<file path="config.mk">
export PLATFORM = sky130hd
export DESIGN_NAME = frl_ckpt_ctrl
export DESIGN_NICKNAME = d
export VERILOG_FILES = /design/src/rtl/frl_ckpt_ctrl.sv
export SDC_FILE = /design/constraint.sdc
export NUM_CORES = 1
export LEC_CHECK = 0
export ABC_CLOCK_PERIOD_IN_PS = 3400
export BUFFER_PORTS_ARGS = -buffer_cell sky130_fd_sc_hd__buf_2
export CORE_MARGIN = 2
export CORE_UTILIZATION = 55
export CTS_BUF_LIST = sky130_fd_sc_hd__clkbuf_8
export DETAILED_ROUTE_END_ITERATION = 10
export GPL_ROUTABILITY_DRIVEN = 0
export GPL_TIMING_DRIVEN = 0
export PLACE_DENSITY_LB_ADDON = 0.3
export SETUP_SLACK_MARGIN = 0.02
export SLEW_MARGIN = 20
export SYNTH_ARGS = -nofsm -noshare
export SYNTH_HDL_FRONTEND = slang
export SYNTH_SLANG_ARGS = --single-unit
</file>
<file path="constraint.sdc">
create_clock -name Clk -period 3.4 [get_ports Clk]
set_input_delay 0 -clock Clk [delete_from_list [all_inputs] [get_ports Clk]]
set_output_delay 0 -clock Clk [all_outputs]
set_load 0.005 [all_outputs]
</file>
<file path="src/rtl/frl_ckpt_ctrl.sv">
// frl_ckpt_ctrl: dispatch-side controller for the 16-entry free register list.
// Issues FRL pop strobes, stalls dispatch on an empty FRL or a full checkpoint
// buffer, and keeps a circular buffer of FRL head pointers, one per in-flight
// branch. A CDB flush reads the mispredicted branch's checkpoint back out
// combinationally, so the FRL can restore its head on the flush edge.
// Optional macro FRL_CKPT_STATS_EN adds saturating stall-statistics counters.
module frl_ckpt_ctrl #(
    parameter int CKPT_DEPTH = 4,
    parameter int CKPT_IDW   = 2,
    parameter int PTR_W      = 5
) (
    input  logic                Clk,
    input  logic                Resetb,
    input  logic                Dis_Valid,
    input  logic                Dis_RegWrite,
    input  logic                Dis_Branch,
    input  logic                Frl_Empty,
    input  logic [PTR_W-1:0]    Frl_HeadPtr,
    output logic                Dis_FrlRead,
    output logic                Ctl_Stall,
    output logic [CKPT_IDW-1:0] Ckpt_Id,
    output logic                Ckpt_Full,
    input  logic                Rob_BranchCommit,
    input  logic                Cdb_Flush,
    input  logic [CKPT_IDW-1:0] Cdb_FlushCkptId,
    output logic [PTR_W-1:0]    Cfc_FrlHeadPtr
`ifdef FRL_CKPT_STATS_EN
    ,
    output logic [15:0]         Stat_EmptyStalls,
    output logic [15:0]         Stat_FullStalls
`endif
);

    localparam logic [CKPT_IDW:0] FULL_CNT = (CKPT_IDW+1)'(CKPT_DEPTH);

    logic [PTR_W-1:0]    ckpt_mem [CKPT_DEPTH];
    logic [CKPT_IDW-1:0] head;
    logic [CKPT_IDW-1:0] tail;
    logic [CKPT_IDW:0]   count;
    logic [CKPT_IDW:0]   count_nxt;
    logic [CKPT_IDW-1:0] flush_dist;
    logic                push;
    logic                rel;

    // Dispatch handshake: a flush, an empty FRL for a register writer, or a
    // full buffer for a branch all hold the instruction at dispatch.
    assign Ckpt_Full      = (count == FULL_CNT);
    assign Ctl_Stall      = Dis_Valid & (Cdb_Flush | (Dis_RegWrite & Frl_Empty) |
                                         (Dis_Branch & Ckpt_Full));
    assign Dis_FrlRead    = Dis_Valid & Dis_RegWrite & ~Ctl_Stall;
    assign push           = Dis_Valid & Dis_Branch & ~Ctl_Stall;
    // A commit with no live checkpoint is ignored so the pointers never skew.
    assign rel            = Rob_BranchCommit & (count != '0);
    assign Ckpt_Id        = tail;
    assign Cfc_FrlHeadPtr = ckpt_mem[Cdb_FlushCkptId];
    assign flush_dist     = Cdb_FlushCkptId - head;

    // Next occupancy: a flush keeps entries head..flush id inclusive; otherwise
    // pushes and releases adjust the count (both together leave it unchanged).
    always_comb begin
        // NOTE: default first so every path assigns count_nxt and no latch is inferred.
        count_nxt = count;
        if (Cdb_Flush) begin
            count_nxt = {1'b0, flush_dist} + (CKPT_IDW+1)'(1) - (CKPT_IDW+1)'(rel);
        end else begin
            count_nxt = count + (CKPT_IDW+1)'(push) - (CKPT_IDW+1)'(rel);
        end
    end

    // Head/tail/count registers; a flush rewinds tail to just past the
    // mispredicted branch, discarding all younger checkpoints.
    always_ff @(posedge Clk or negedge Resetb) begin
        if (!Resetb) begin
            // NOTE: sequential state uses non-blocking assignments so every register samples pre-edge values.
            head  <= '0;
            tail  <= '0;
            count <= '0;
        end else begin
            count <= count_nxt;
            if (rel) begin
                head <= head + CKPT_IDW'(1);
            end
            if (Cdb_Flush) begin
                tail <= Cdb_FlushCkptId + CKPT_IDW'(1);
            end else if (push) begin
                tail <= tail + CKPT_IDW'(1);
            end
        end
    end

    // Checkpoint storage: a pushing branch records the FRL head as it will be
    // after its own pop, so a branch-and-link keeps its destination register.
    always_ff @(posedge Clk or negedge Resetb) begin
        if (!Resetb) begin
            // NOTE: the buffer is small and is read combinationally on flush, so it is reset to a known value.
            for (int i = 0; i < CKPT_DEPTH; i++) begin
                ckpt_mem[i] <= '0;
            end
        end else if (push) begin
            ckpt_mem[tail] <= Frl_HeadPtr + PTR_W'(Dis_FrlRead);
        end
    end

`ifdef FRL_CKPT_STATS_EN
    // Saturating counters of cycles lost to an empty FRL or a full buffer,
    // excluding cycles already stalled by a flush.
    always_ff @(posedge Clk or negedge Resetb) begin
        if (!Resetb) begin
            Stat_EmptyStalls <= '0;
            Stat_FullStalls  <= '0;
        end else begin
            if (Dis_Valid & Dis_RegWrite & Frl_Empty & ~Cdb_Flush &&
                Stat_EmptyStalls != 16'hFFFF) begin
                Stat_EmptyStalls <= Stat_EmptyStalls + 16'd1;
            end
            if (Dis_Valid & Dis_Branch & Ckpt_Full & ~Cdb_Flush &&
                Stat_FullStalls != 16'hFFFF) begin
                Stat_FullStalls <= Stat_FullStalls + 16'd1;
            end
        end
    end
`endif

endmodule

</file>
# ---- Yosys cells after proc, flatten, opt, wreduce, memory -nomap -nowiden
# Cells that the tools add are included.
dict set report totals {
  in_bits 15
  output_inout_bits 10
  ff_bits 27
  elab_cells 45
}
dict set report op_classes {
  n_eq_ne 1
  add_sub_neg 9
  n_reduce_logical 3
  bitwise_logic 13
  magnitude_cmp 3
  muxes 9
}
# operator n
set ops {}
lappend ops {{bitwise mux 20 bit} 1}
lappend ops {{two-way mux 5 bit} 3}
lappend ops {{binary-select mux 5 bit (select 2 bit)} 1}
lappend ops {{demux 5 bit (select 2 bit)} 1}
lappend ops {{bitwise AND 1 bit} 8}
lappend ops {{adder 2 x 1 -> 2 bit (second input constant)} 3}
lappend ops {{>= comparator 3 bit (second input constant)} 2}
lappend ops {{inverter 2 -> 3 bit} 2}
lappend ops {{subtractor 3 x 1 -> 3 bit} 2}
lappend ops {{adder 5 x 1 -> 5 bit} 1}
lappend ops {{two-way mux 2 bit} 2}
lappend ops {{adder 2 x 1 -> 3 bit (second input constant)} 1}
lappend ops {{adder 3 x 1 -> 3 bit} 1}
lappend ops {{equality test 3 bit (second input constant)} 1}
lappend ops {{less-than comparator 3 x 1 -> 1 bit (second input constant)} 1}
lappend ops {{two-way mux 3 bit} 1}
lappend ops {{nonzero test 3 bit} 1}
lappend ops {{bitwise OR 1 bit} 2}
lappend ops {{nonzero test 2 bit} 1}
lappend ops {{subtractor 2 bit} 1}
lappend ops {{logical AND 1 bit} 1}
lappend ops {{inverter 1 bit} 1}

# ---- Depth between registers and ports, before layout
# Gate-level depths: netlist (run 1).
dict set report logic_depth {
  depth_word 9
  mapped_depth 10
  depth_no_buf 9
}

# ---- Least setup slack after synthesis (run 1)
# OpenSTA, ideal clock, no wires.
dict set report synth_timing {
  kind {register -> register}
  startpoint {register count[2]}
  endpoint {register count[2]}
  setup_slack_ns 0.772
  t_arrival_ns 2.504
  required_ns 3.275
  stages_incl_launch_ff 11
  path_cell_list {dfrtp_1 -> nor3b_2 -> buf_6 -> or3_2 -> ha_1 -> inv_1 -> ha_1 -> fa_1 -> xor2_1 -> xnor2_1 -> mux2_2}
}
dict set report synth_via {
  elab_chain_cells 9
  elab_cells_between_ends 12
  classes_between {3 x add/sub; 1 x eq/ne; 1 x mux; 6 x bitwise; 1 x reduce/logical}
}
# element line_no
set synth_rtl {}
lappend synth_rtl {{start: declaration} 39} ;# logic [CKPT_IDW:0] count;
lappend synth_rtl {{start signal: assignment} 79} ;# count <= count_nxt;
lappend synth_rtl {{equality test 3 bit} 47} ;# assign Ckpt_Full = (count == FULL_CNT);
lappend synth_rtl {{net Ckpt_Full} 22} ;# output logic Ckpt_Full,
lappend synth_rtl {{bitwise AND 1 bit} 49} ;# (Dis_Branch & Ckpt_Full));
lappend synth_rtl {{bitwise OR 1 bit} 48} ;# assign Ctl_Stall = Dis_Valid & (Cdb_Flush | (Dis_RegWrite & Frl_Empty) |
lappend synth_rtl {{bitwise AND 1 bit} 48}
lappend synth_rtl {{inverter 1 bit} 51} ;# assign push = Dis_Valid & Dis_Branch & ~Ctl_Stall;
lappend synth_rtl {{bitwise AND 1 bit} 51}
lappend synth_rtl {{adder 3 x 1 -> 3 bit} 66} ;# count_nxt = count + (CKPT_IDW+1)'(push) - (CKPT_IDW+1)'(rel);
lappend synth_rtl {{subtractor 3 x 1 -> 3 bit} 66}
lappend synth_rtl {{two-way mux 3 bit} 63} ;# if (Cdb_Flush) begin
lappend synth_rtl {{net count_nxt[2]} 40} ;# logic [CKPT_IDW:0] count_nxt;
# The timed path passes the listed nets, and every way through them passes these cells.
# A chain may end at the register's enable or synchronous reset.

# ---- Worst setup path in the final report (run 1)
dict set report layout_timing {
  startpoint {register count[2]}
  endpoint {register count[2]}
}
dict set report layout_via {
  elab_chain_cells 9
  elab_cells_between_ends 12
  classes_between {3 x add/sub; 1 x eq/ne; 1 x mux; 6 x bitwise; 1 x reduce/logical}
}
# element line_no
set layout_rtl {}
lappend layout_rtl {{equality test 3 bit} 47}
lappend layout_rtl {{bitwise AND 1 bit} 49}
lappend layout_rtl {{bitwise OR 1 bit} 48}
lappend layout_rtl {{bitwise AND 1 bit} 48}
lappend layout_rtl {{inverter 1 bit} 51}
lappend layout_rtl {{bitwise AND 1 bit} 51}
lappend layout_rtl {{adder 3 x 1 -> 3 bit} 66}
lappend layout_rtl {{subtractor 3 x 1 -> 3 bit} 66}
lappend layout_rtl {{two-way mux 3 bit (*)} 63}
lappend layout_rtl {{net count_nxt[2]} 40}
# The timed path passes the listed nets; every way through them passes the cells marked *.

==> flow_summary.toml, run 1 <==
[pwr]
powerDensity_nw_per_um2 = 663.7
switching_share_pct = 29.96
pwr-share-clk_pct = 14.8
leakage_uw = 0.0008185
pwr-share-seq_pct = 46.9
p_int_uw = 810.2
combPwrFrac_pct = 38.3
irDropWorstVdd_mv = 0.4121
p_sw_uw = 346.5

[routing]
drt-wirelength-per-cell_um = 16.18
drc = 0
antenna_left = 0
drt_iter0_drc = 15
drt_first_pass_iters = 4
drt_wl_total_um = 2766
dr_total_vias = 954
via_per_inst = 5.579

[clock_tree]
cts_buffer_depth = 2
clk_latency_ns = 0.26
htreeDepth = 1
cts_setup_buffers = 0
cts_root_buffer = "clkbuf_8"
cts_made_buffers = 3
clk_pin_slew_ns = 0.09
holdBufCountCts = 1
cts.sinks = 27
cts_tree = "built"
cts-resized-gates = 0

[global_routing]
grt_usage_pct = 18.96
antenna_found_initial = 0
gr-total-overflow = 0
grt_max_degree = 28
grt_pass1_vias = 995
grt_pass1_wl_um = 4726

[cells_and_area]
diodes = 0
final_cells = 171
design_area_um2 = 1743
syn_to_final_growth_pct = 13.25
nets = 164
drive_gt1_share_pct = 44.29

[hold_path]
hold_end = "count[0]"
hp-class = "input port to register"
hold_path_depth = 2
hp-start = "Cdb_Flush"

[sta]
tightest_slew_ns = 0.5921
final_hold_viol_count = 0
period_needed_ns = 2.770
relSlewSlack_pct = 59.51
timing.final.crit_share_pct = 81.47
rsz0062_at_grt = "false"
setup_viol_count_final = 0
fmax_ghz = 0.3610
tns_ns = 0
fin_worst_skew_ns = 0.003524
slew_violations = 0

[logic_synthesis]
netlist_area_um2 = 1539
synthDominantCellAreaShare_pct = 43.90
synth_largest_area_cell = "dfrtp_1"
async_flop_share_pct = 100.0
avgSynthCellArea_um2 = 13.62
synth_nets = 136
ys.flop_type = "dfrtp_1"
synth_edf_count = 0
ys_seq_elements = 27
synthTopCellsByArea = "dfrtp_1 (44%), mux2_2 (12%), mux4_2 (7.3%)"
ys_types = 30
ys_seq_area_share_pct = 43.90
synthCells = 113
yosys_warnings = 0

[worst_setup_path]
r2r-start = "count[2]"
cp-startpoint = "count[2]"
max_stage_delay_ns = 0.47
r2r_cells = 10
arrival_ns = 2.92
rr_endpoint = "count[2]"
path_cells = "nor3b_2, buf_6, or3_2, ha_1, inv_1, ha_1, fa_1, xor2_1, xnor2_1, mux2_2"
start_kind = "register"
cpMaxStageDelayCell = "or3_2"
cp_common_cell = "ha_1"
cp_num_buf_inv = 2
cpLargestDelayFamily = "adder cells"
end_kind = "register"
worst_ep_required_time_ns = 3.55
reg2reg_slack_ns = 0.63
critPathMaxFanout = 10
path_class = "register to register"

[floorplanning]
fp.dieH_um = 56.90
ios = 25
die_x_um = 56.90
die-area_um2 = 3237
rows = 19
start_util_pct = 56.79
core_area_um2 = 2710

[placement]
dp_cells = 166
hpwl_um = 2099
portBuffers = 22
post_dp_cell_area_um2 = 1688

[outcome]
status = "completed"

[job]
maxCapViolations = 0
==> flip-flops by register name, summed over array words and instances (netlist names) <==
register,count
ckpt_mem,20
count,3
head,2
Ckpt_Id,2
==> cell type report <==
cell class	count	area [um^2]
fill	221	967.2
multi-input combinational	73	798.3
sequential	27	675.6
timing repair buffer	23	120.1
clock buffer	3	41.29
tap	31	38.79
buffer	5	35.03
inverter	8	30.03
clock inverter	1	3.754
==> Yosys cell counts (2+ instances only) <==
library cell / n
a31oi_1: 2
xor2_1: 3
mux2_4: 5
nor4_4: 2
nand2b_1: 2
mux4_2: 5
inv_1: 8
ha_1: 7
mux2_2: 17
nor2_1: 3
o31ai_1: 2
nand2_1: 4
xnor2_1: 7
nand3_1: 2
buf_6: 2
dfrtp_1: 27
clkbuf_1: 2
==> logic make-up (layout without fill, tap and decap cells) <==
logic type	count (synthesis)	after routing	synth area share, %
mux	28	28	25.37
flops	27	27	43.90
simple gates	19	19	9.593
buf+inv	13	40	4.227
xor+xnor	10	10	5.691
fa+ha+maj	8	8	6.992
compound gates	8	8	4.227
==> cell usage in the layout (no fill, tap or decap), types with 3 or more instances in the layout <==
master,Yosys,layout
nor2_1,3,3
inv_1,8,9
dfrtp_1,27,27
mux2_2,17,17
mux2_4,5,5
xnor2_1,7,7
clkbuf_8,0,3
xor2_1,3,3
mux4_2,5,5
buf_2,1,23
nand2_1,4,4
ha_1,7,7
==> how the worst max path moves through the flow <==
stage               cells past startpoint        to  slack, ns
global route                           10  count[2]       0.52
global placement                       10  count[2]       0.71
CTS                                    10  count[2]       0.61
detailed placement                     10  count[2]       0.63
floorplan                              10  count[2]       0.77
finish                                 10  count[2]       0.63
==> worst register-to-register path, delay by kind of cell (launching register included) <==
family	cells	cell delay, ns
xor gates and xnor gates	2	0.28
DFF	1	0.41
muxes	1	0.26
adders and majority gates	3	0.87
and+or+nand+nor	2	0.65
buffers and inverters	2	0.19
==> per-layer routing <==
| layer | track usage [%] | share of wire (%) | up-vias |
|---|---|---|---|
| met5 | 0 | 0 | - |
| met4 | 4.651 | 0.98 | 0 |
| met3 | 3.456 | 4.7 | 4 |
| met2 | 29.39 | 48 | 27 |
| met1 | 27.64 | 46 | 464 |
| li1 | - | - | 459 |
==> power groups by stage <==
| stage | Clock, uW | Sequential [uW] | Combinational (uW) |
|---|---|---|---|
| after floorplan | 0 | 522 | 341 |
| after global placement | 0 | 536 | 418 |
| after detailed placement | 0 | 549 | 452 |
| after CTS | 177 | 543 | 454 |
| after global routing | 192 | 559 | 497 |
| final | 172 | 542 | 443 |
==> through the flow <==
stage               setup slack (ns)  hold WS, ns  utilization, %  total power [uW]
floorplan                     0.7716      -0.2956               -             863.5
global placement              0.7097      0.03016           62.28             953.7
detailed placement            0.6255      0.04893           62.28              1001
CTS                           0.6126      0.06345           64.31              1174
global route                  0.5164      0.06731           64.31              1248
finish                        0.6299      0.05697           64.31              1157
Power figures use the tool's default switching activity.
==> inputs of run 2 (changes only) <==
--- a/config.mk
+++ b/config.mk
@@ -5,10 +5,11 @@
 export SDC_FILE = /design/constraint.sdc
 export NUM_CORES = 1
 export LEC_CHECK = 0
-export ABC_CLOCK_PERIOD_IN_PS = 3400
+export ABC_AREA = 1
+export ABC_CLOCK_PERIOD_IN_PS = 2400
 export BUFFER_PORTS_ARGS = -buffer_cell sky130_fd_sc_hd__buf_2
 export CORE_MARGIN = 2
-export CORE_UTILIZATION = 55
+export CORE_UTILIZATION = 52
 export CTS_BUF_LIST = sky130_fd_sc_hd__clkbuf_8
 export DETAILED_ROUTE_END_ITERATION = 10
 export GPL_ROUTABILITY_DRIVEN = 0
==> constraint.sdc (replaced) <==
create_clock -name Clk -period 2.4 [get_ports Clk]
set_input_delay 0 -clock Clk [delete_from_list [all_inputs] [get_ports Clk]]
set_output_delay 0 -clock Clk [all_outputs]
set_load 0.005 [all_outputs]
==> run 2 against run 1 <==
The run now ends with DRC left. Global-route usage grew 2.0 points. Non-clock buffer count down 1. Core utilization decreased by 0.93 points. Sequential power grew 47%. Flip-flop and latch count unchanged. Power grew 48%. Clock power is 53% higher. Clock skew rose by 0.0016 ns. Count of clock-buffer cells in the layout did not move. Largest cell class unchanged. Highest routed layer unchanged.
==> flow_summary.toml, run 2 <==
[routing]
antenna_left = 0
dr_total_vias = 1343
drt_iter0_drc = 77
drt_first_pass_iters = 7
drt-wirelength-per-cell_um = 12.26
drt_wl_total_um = 3236
drc = 3
via_per_inst = 5.087

[floorplanning]
fp.dieH_um = 58.78
die-area_um2 = 3455
core_area_um2 = 2805
rows = 19
ios = 25
start_util_pct = 55.62
die_x_um = 58.78

[placement]
hpwl_um = 2446
dp_cells = 259
post_dp_cell_area_um2 = 1719
portBuffers = 24

[outcome]
status = "finished with violations"
violations = "DRC"

[pwr]
pwr-share-seq_pct = 46.6
p_sw_uw = 649.3
switching_share_pct = 37.91
leakage_uw = 0.0009795
irDropWorstVdd_mv = 0.5582
p_int_uw = 1063
pwr-share-clk_pct = 15.3
powerDensity_nw_per_um2 = 963.3
combPwrFrac_pct = 38.0

[logic_synthesis]
yosys_warnings = 0
ys_types = 20
synth_edf_count = 0
synth_nets = 227
ys_seq_area_share_pct = 43.30
synth_largest_area_cell = "dfrtp_1"
ys.flop_type = "dfrtp_1"
avgSynthCellArea_um2 = 7.648
synthDominantCellAreaShare_pct = 43.30
netlist_area_um2 = 1560
ys_top_cells_by_count = "nand2_1 (88), dfrtp_1 (27), inv_1 (18), nor2_1 (17), o21ai_0 (12)"
yosysMostFrequentCell = "nand2_1"
synthCells = 204
synthTopCellsByArea = "dfrtp_1 (43%), nand2_1 (21%), ha_1 (5.6%)"
ys_seq_elements = 27
async_flop_share_pct = 100.0

[global_routing]
grt_max_degree = 28
antenna_found_initial = 0
grt_pass1_wl_um = 5526
grt_pass1_vias = 1250
gr-total-overflow = 0
grt_usage_pct = 20.98

[cells_and_area]
largestRegisters = "ckpt_mem (20), count (3)"
final_common_cell = "nand2_1"
design_area_um2 = 1778
final_util_pct = 63.38
syn_to_final_growth_pct = 13.95
final_cells = 264
largest_register = "ckpt_mem"
nets = 257
diodes = 0
drive_gt1_share_pct = 15.88
layout_common_cells = "nand2_1 (88), dfrtp_1 (27), buf_2 (24)"
largest_register_ffs = 20

[sta]
final_hold_viol_count = 0
setup_viol_count_final = 0
rsz0062_at_grt = "false"
timing.final.crit_share_pct = 87.47
slew_violations = 0
fmax_ghz = 0.4763
fin_worst_skew_ns = 0.005117
relSlewSlack_pct = 59.68
tns_ns = 0
period_needed_ns = 2.099
tightest_slew_ns = 0.6048

[worst_setup_path]
r2r-start = "count[1]"
end_kind = "register"
r2r_cells = 10
cpMaxStageDelayCell = "fa_1"
rr_endpoint = "count[2]"
path_cells = "inv_1, nand3_2, nand3_4, ha_1, inv_1, ha_1, fa_1, xnor2_1, nand2_1, nand2_1"
max_stage_delay_ns = 0.39
worst_ep_required_time_ns = 2.57
start_kind = "register"
reg2reg_slack_ns = 0.30
path_class = "register to register"
arrival_ns = 2.27
critPathMaxFanout = 8

[hold_path]
hp-class = "input port to register"
hold_path_depth = 3
hp-start = "Cdb_Flush"
hold_end = "count[0]"

[clock_tree]
cts_made_buffers = 3
clk_pin_slew_ns = 0.09
htreeDepth = 1
clk_latency_ns = 0.27
cts_buffer_depth = 2
cts_tree = "built"
cts_root_buffer = "clkbuf_8"
cts_setup_buffers = 0
cts.sinks = 27

[job]
maxCapViolations = 0
run 2: changes by cell type in the layout (fill, tap and decap cells not counted), moves of 9 or more:
cell     change
mux2_2      -17
inv_1        +9
nor2_1      +14
o21ai_0     +12
nand2_1     +84
run 2: logic make-up (layout without fill, tap and decap cells):
| logic type | count (synthesis) | in the layout | synth area share [%] |
|---|---|---|---|
| and+or+nand+nor | 123 | 123 | 34.56 |
| DFF | 27 | 27 | 43.30 |
| buffers and inverters | 22 | 51 | 5.453 |
| AOI/OAI and AO/OA | 17 | 17 | 5.854 |
| adders and majority gates | 8 | 8 | 6.896 |
| xor gates and xnor gates | 7 | 7 | 3.930 |
run 2: through the flow:
stage               setup WS [ns]  hold slack (ns)  total power [uW]
floorplan                  0.4792          -0.2956              1259
global placement           0.3554          0.04290              1425
detailed placement         0.3277          0.05292              1449
CTS                        0.3060          0.01492              1720
global route               0.1171          0.04644              1886
finish                     0.3006          0.01932              1713
run 2: critical path, delay by kind of cell, from the launching register on:
kind,cells,cell delay [ns]
simple gates,4,0.46
buf+inv,2,0.14
fa+ha+maj,3,0.90
flops,1,0.35
xor+xnor,1,0.14
run 2: timing repair:
action | 4_1_cts | 5_1_grt
resized for setup | 0 | 0
endpoints found under the hold margin | 27 | 0
hold buffers | 1 | 0
run 2: cell type report:
type | count | area (um^2)
buffer | 2 | 7.507
clock buffer | 3 | 41.29
clock inverter | 1 | 7.507
fill | 241 | 1027
inverter | 20 | 77.57
multi-input combinational | 155 | 799.5
sequential | 27 | 675.6
tap | 31 | 38.79
timing repair buffer | 25 | 130.1
run 2: power by group through the flow:
stage          Clock [uW]  Sequential (uW)  Combinational, uW
2_1_floorplan           0              764                495
4_1_cts               272              794                655
5_1_grt               289              824                772
3_5_place_dp            0              797                651
6_report              263              798                652
3_3_place_gp            0              797                628
run 2: worst max path at each step:
stage	from	endpoint	slack [ns]	cells after the start
3_5_place_dp	count[1]	count[1]	0.33	9
6_report	count[1]	count[2]	0.30	10
5_1_grt	count[1]	count[2]	0.12	10
3_3_place_gp	count[1]	count[2]	0.36	10
4_1_cts	count[1]	count[2]	0.31	10
2_1_floorplan	count[1]	count[2]	0.48	10
run 2: per-layer routing:
| layer | share of wire (%) | GRT usage (%) |
|---|---|---|
| met5 | 0 | 0 |
| met4 | 0.68 | 6.169 |
| met3 | 4.8 | 3.077 |
| met2 | 44 | 33.65 |
| met1 | 51 | 29.45 |
==> inputs of run 3 (changes only) <==
--- a/config.mk
+++ b/config.mk
@@ -8,13 +8,16 @@
 export ABC_AREA = 1
 export ABC_CLOCK_PERIOD_IN_PS = 2400
 export BUFFER_PORTS_ARGS = -buffer_cell sky130_fd_sc_hd__buf_2
+export CELL_PAD_IN_SITES_DETAIL_PLACEMENT = 0
+export CELL_PAD_IN_SITES_GLOBAL_PLACEMENT = 1
 export CORE_MARGIN = 2
-export CORE_UTILIZATION = 52
+export CORE_UTILIZATION = 38
 export CTS_BUF_LIST = sky130_fd_sc_hd__clkbuf_8
 export DETAILED_ROUTE_END_ITERATION = 10
 export GPL_ROUTABILITY_DRIVEN = 0
 export GPL_TIMING_DRIVEN = 0
 export PLACE_DENSITY_LB_ADDON = 0.3
+export REMOVE_ABC_BUFFERS = 1
 export SETUP_SLACK_MARGIN = 0.02
 export SLEW_MARGIN = 20
 export SYNTH_ARGS = -nofsm -noshare
==> run 3 against run 2 <==
First-iteration DRC count decreased by 10%. Combinational power decreased by 2%. Fmax increased by 0.28%. Routed wire length increased by 3.3%. The run now ends clean. Register-to-register slack about the same. Die area increased by 34%. Critical path depth unchanged. Global-route usage decreased by 5.0 points. Largest cell class unchanged. Core utilization decreased by 18 points. Critical endpoint unchanged.
==> flow_summary.toml, run 3 (synthesis results as in run 2) <==
[clock_tree]
clk_latency_ns = 0.27
cts_setup_buffers = 0
cts_tree = "built"
cts-resized-gates = 0
clk_pin_slew_ns = 0.10
htreeDepth = 1
cts_root_buffer = "clkbuf_8"
cts_buffer_depth = 2
cts_made_buffers = 3
cts.sinks = 27

[pwr]
p_int_uw = 1060
irDropWorstVdd_mv = 0.3019
pwr-share-seq_pct = 46.9
combPwrFrac_pct = 37.5
pwr-share-clk_pct = 15.6
powerDensity_nw_per_um2 = 947.7
switching_share_pct = 37.65
leakage_uw = 0.0009771
p_sw_uw = 640.3

[sta]
slew_violations = 0
rsz0062_at_grt = "false"
fmax_ghz = 0.4777
period_needed_ns = 2.093
timing.final.crit_share_pct = 87.23
setup_slack_ns = 0.3066
relSlewSlack_pct = 58.50
fin_worst_skew_ns = 0.002057
setup_viol_count_final = 0
final_hold_viol_count = 0
tns_ns = 0
tightest_slew_ns = 0.6225

[worst_setup_path]
max_stage_delay_ns = 0.38
arrival_ns = 2.27
cpMaxStageDelayCell = "fa_1"
critPathMaxFanout = 8
reg2reg_slack_ns = 0.31
cp-startpoint = "count[1]"
start_kind = "register"
cpLargestDelayFamily = "adder cells"
r2r-start = "count[1]"
cp_num_buf_inv = 2
path_cells = "inv_1, nand3_2, nand3_4, ha_1, inv_1, ha_1, fa_1, xnor2_1, nand2_1, nand2_1"
path_class = "register to register"
worst_ep_required_time_ns = 2.57
end_kind = "register"

[global_routing]
grt_usage_pct = 15.98
grt_pass1_wl_um = 5616
grt_max_degree = 28
grt_pass1_vias = 1192
antenna_found_initial = 0
gr-total-overflow = 0

[floorplanning]
core_area_um2 = 3971
start_util_pct = 39.29
die_x_um = 68.08
rows = 23
die-area_um2 = 4634
fp.dieH_um = 68.08
ios = 25

[cells_and_area]
largest_register = "ckpt_mem"
largest_register_ffs = 20
drive_gt1_share_pct = 16.02
nets = 255
final_common_cell = "nand2_1"
syn_to_final_growth_pct = 15.00
largestRegisters = "ckpt_mem (20), count (3)"
diodes = 0
layout_common_cells = "nand2_1 (88), dfrtp_1 (27), buf_2 (24)"

[routing]
dr_total_vias = 1315
drt-wirelength-per-cell_um = 11.90
via_per_inst = 4.680
drc = 0
drt_first_pass_iters = 4
antenna_left = 0
drt_wl_total_um = 3344
drt_iter0_drc = 69

[hold_path]
hp-class = "input port to register"
hp-start = "Cdb_Flush"

[placement]
hpwl_um = 2542
portBuffers = 24
dp_slack_ns = 0.3198

[outcome]
status = "completed"

[job]
maxCapViolations = 0
[run 3: changes by cell type in the layout (fill, tap and decap cells not counted)]
cell / delta
clkbuf_1: -2
[run 3: what timing repair did]
item                                    4_1_cts  5_1_grt
hold endpoints to repair                     27        0
endpoints found under the setup margin        0        0
hold buffers                                  1        0
[run 3: layout make-up]
| class | count | area, um^2 |
|---|---|---|
| clock buffer | 3 | 41.29 |
| multi-input combinational | 155 | 799.5 |
| tap | 50 | 62.56 |
| fill | 410 | 2177 |
| inverter | 20 | 77.57 |
| sequential | 27 | 675.6 |
| timing repair buffer | 25 | 130.1 |
| clock inverter | 1 | 7.507 |
[run 3: worst min-delay path, stage by stage]
cell	delay (ns)
buf_2	0.15
nand2_1	0.06
nand2_1	0.04
[run 3: worst paths after layout]
check / cells after the start / endpoint
min in group asynchronous: 2 / count[1]
worst max register to register: 10 / count[2]
worst min-delay path: 3 / count[1]
worst min register to register: 2 / ckpt_mem[5]
worst max-delay path: 10 / count[2]
max in group asynchronous: 2 / ckpt_mem[11]
[run 3: through the flow]
step	hold WS, ns	util [%]	instance area (um^2)	instances	total power, uW
after global routing	0.04484	45.18	1794	281	1878
after floorplan	-0.2956	-	1553	202	1257
after global placement	0.05445	43.70	1735	276	1436
final	0.01455	45.18	1794	281	1700
after detailed placement	0.05293	43.70	1735	276	1450
after CTS	0.01976	45.18	1794	281	1718
[run 3: metal layers]
metal / up-vias / track usage (%) / share of wire [%]
met5: - / 0 / 0
li1: 693 / - / -
met4: 0 / 3.000 / 1.1
met2: 28 / 22.69 / 42
met3: 4 / 2.632 / 3.9
met1: 590 / 25.34 / 53
[run 3: power groups by stage]
stage / combinational, uW / sequential, uW / clock (uW)
after global placement: 634 / 802 / 0
final: 637 / 797 / 266
after floorplan: 493 / 764 / 0
after global routing: 766 / 820 / 292
after detailed placement: 645 / 805 / 0
after CTS: 648 / 795 / 275
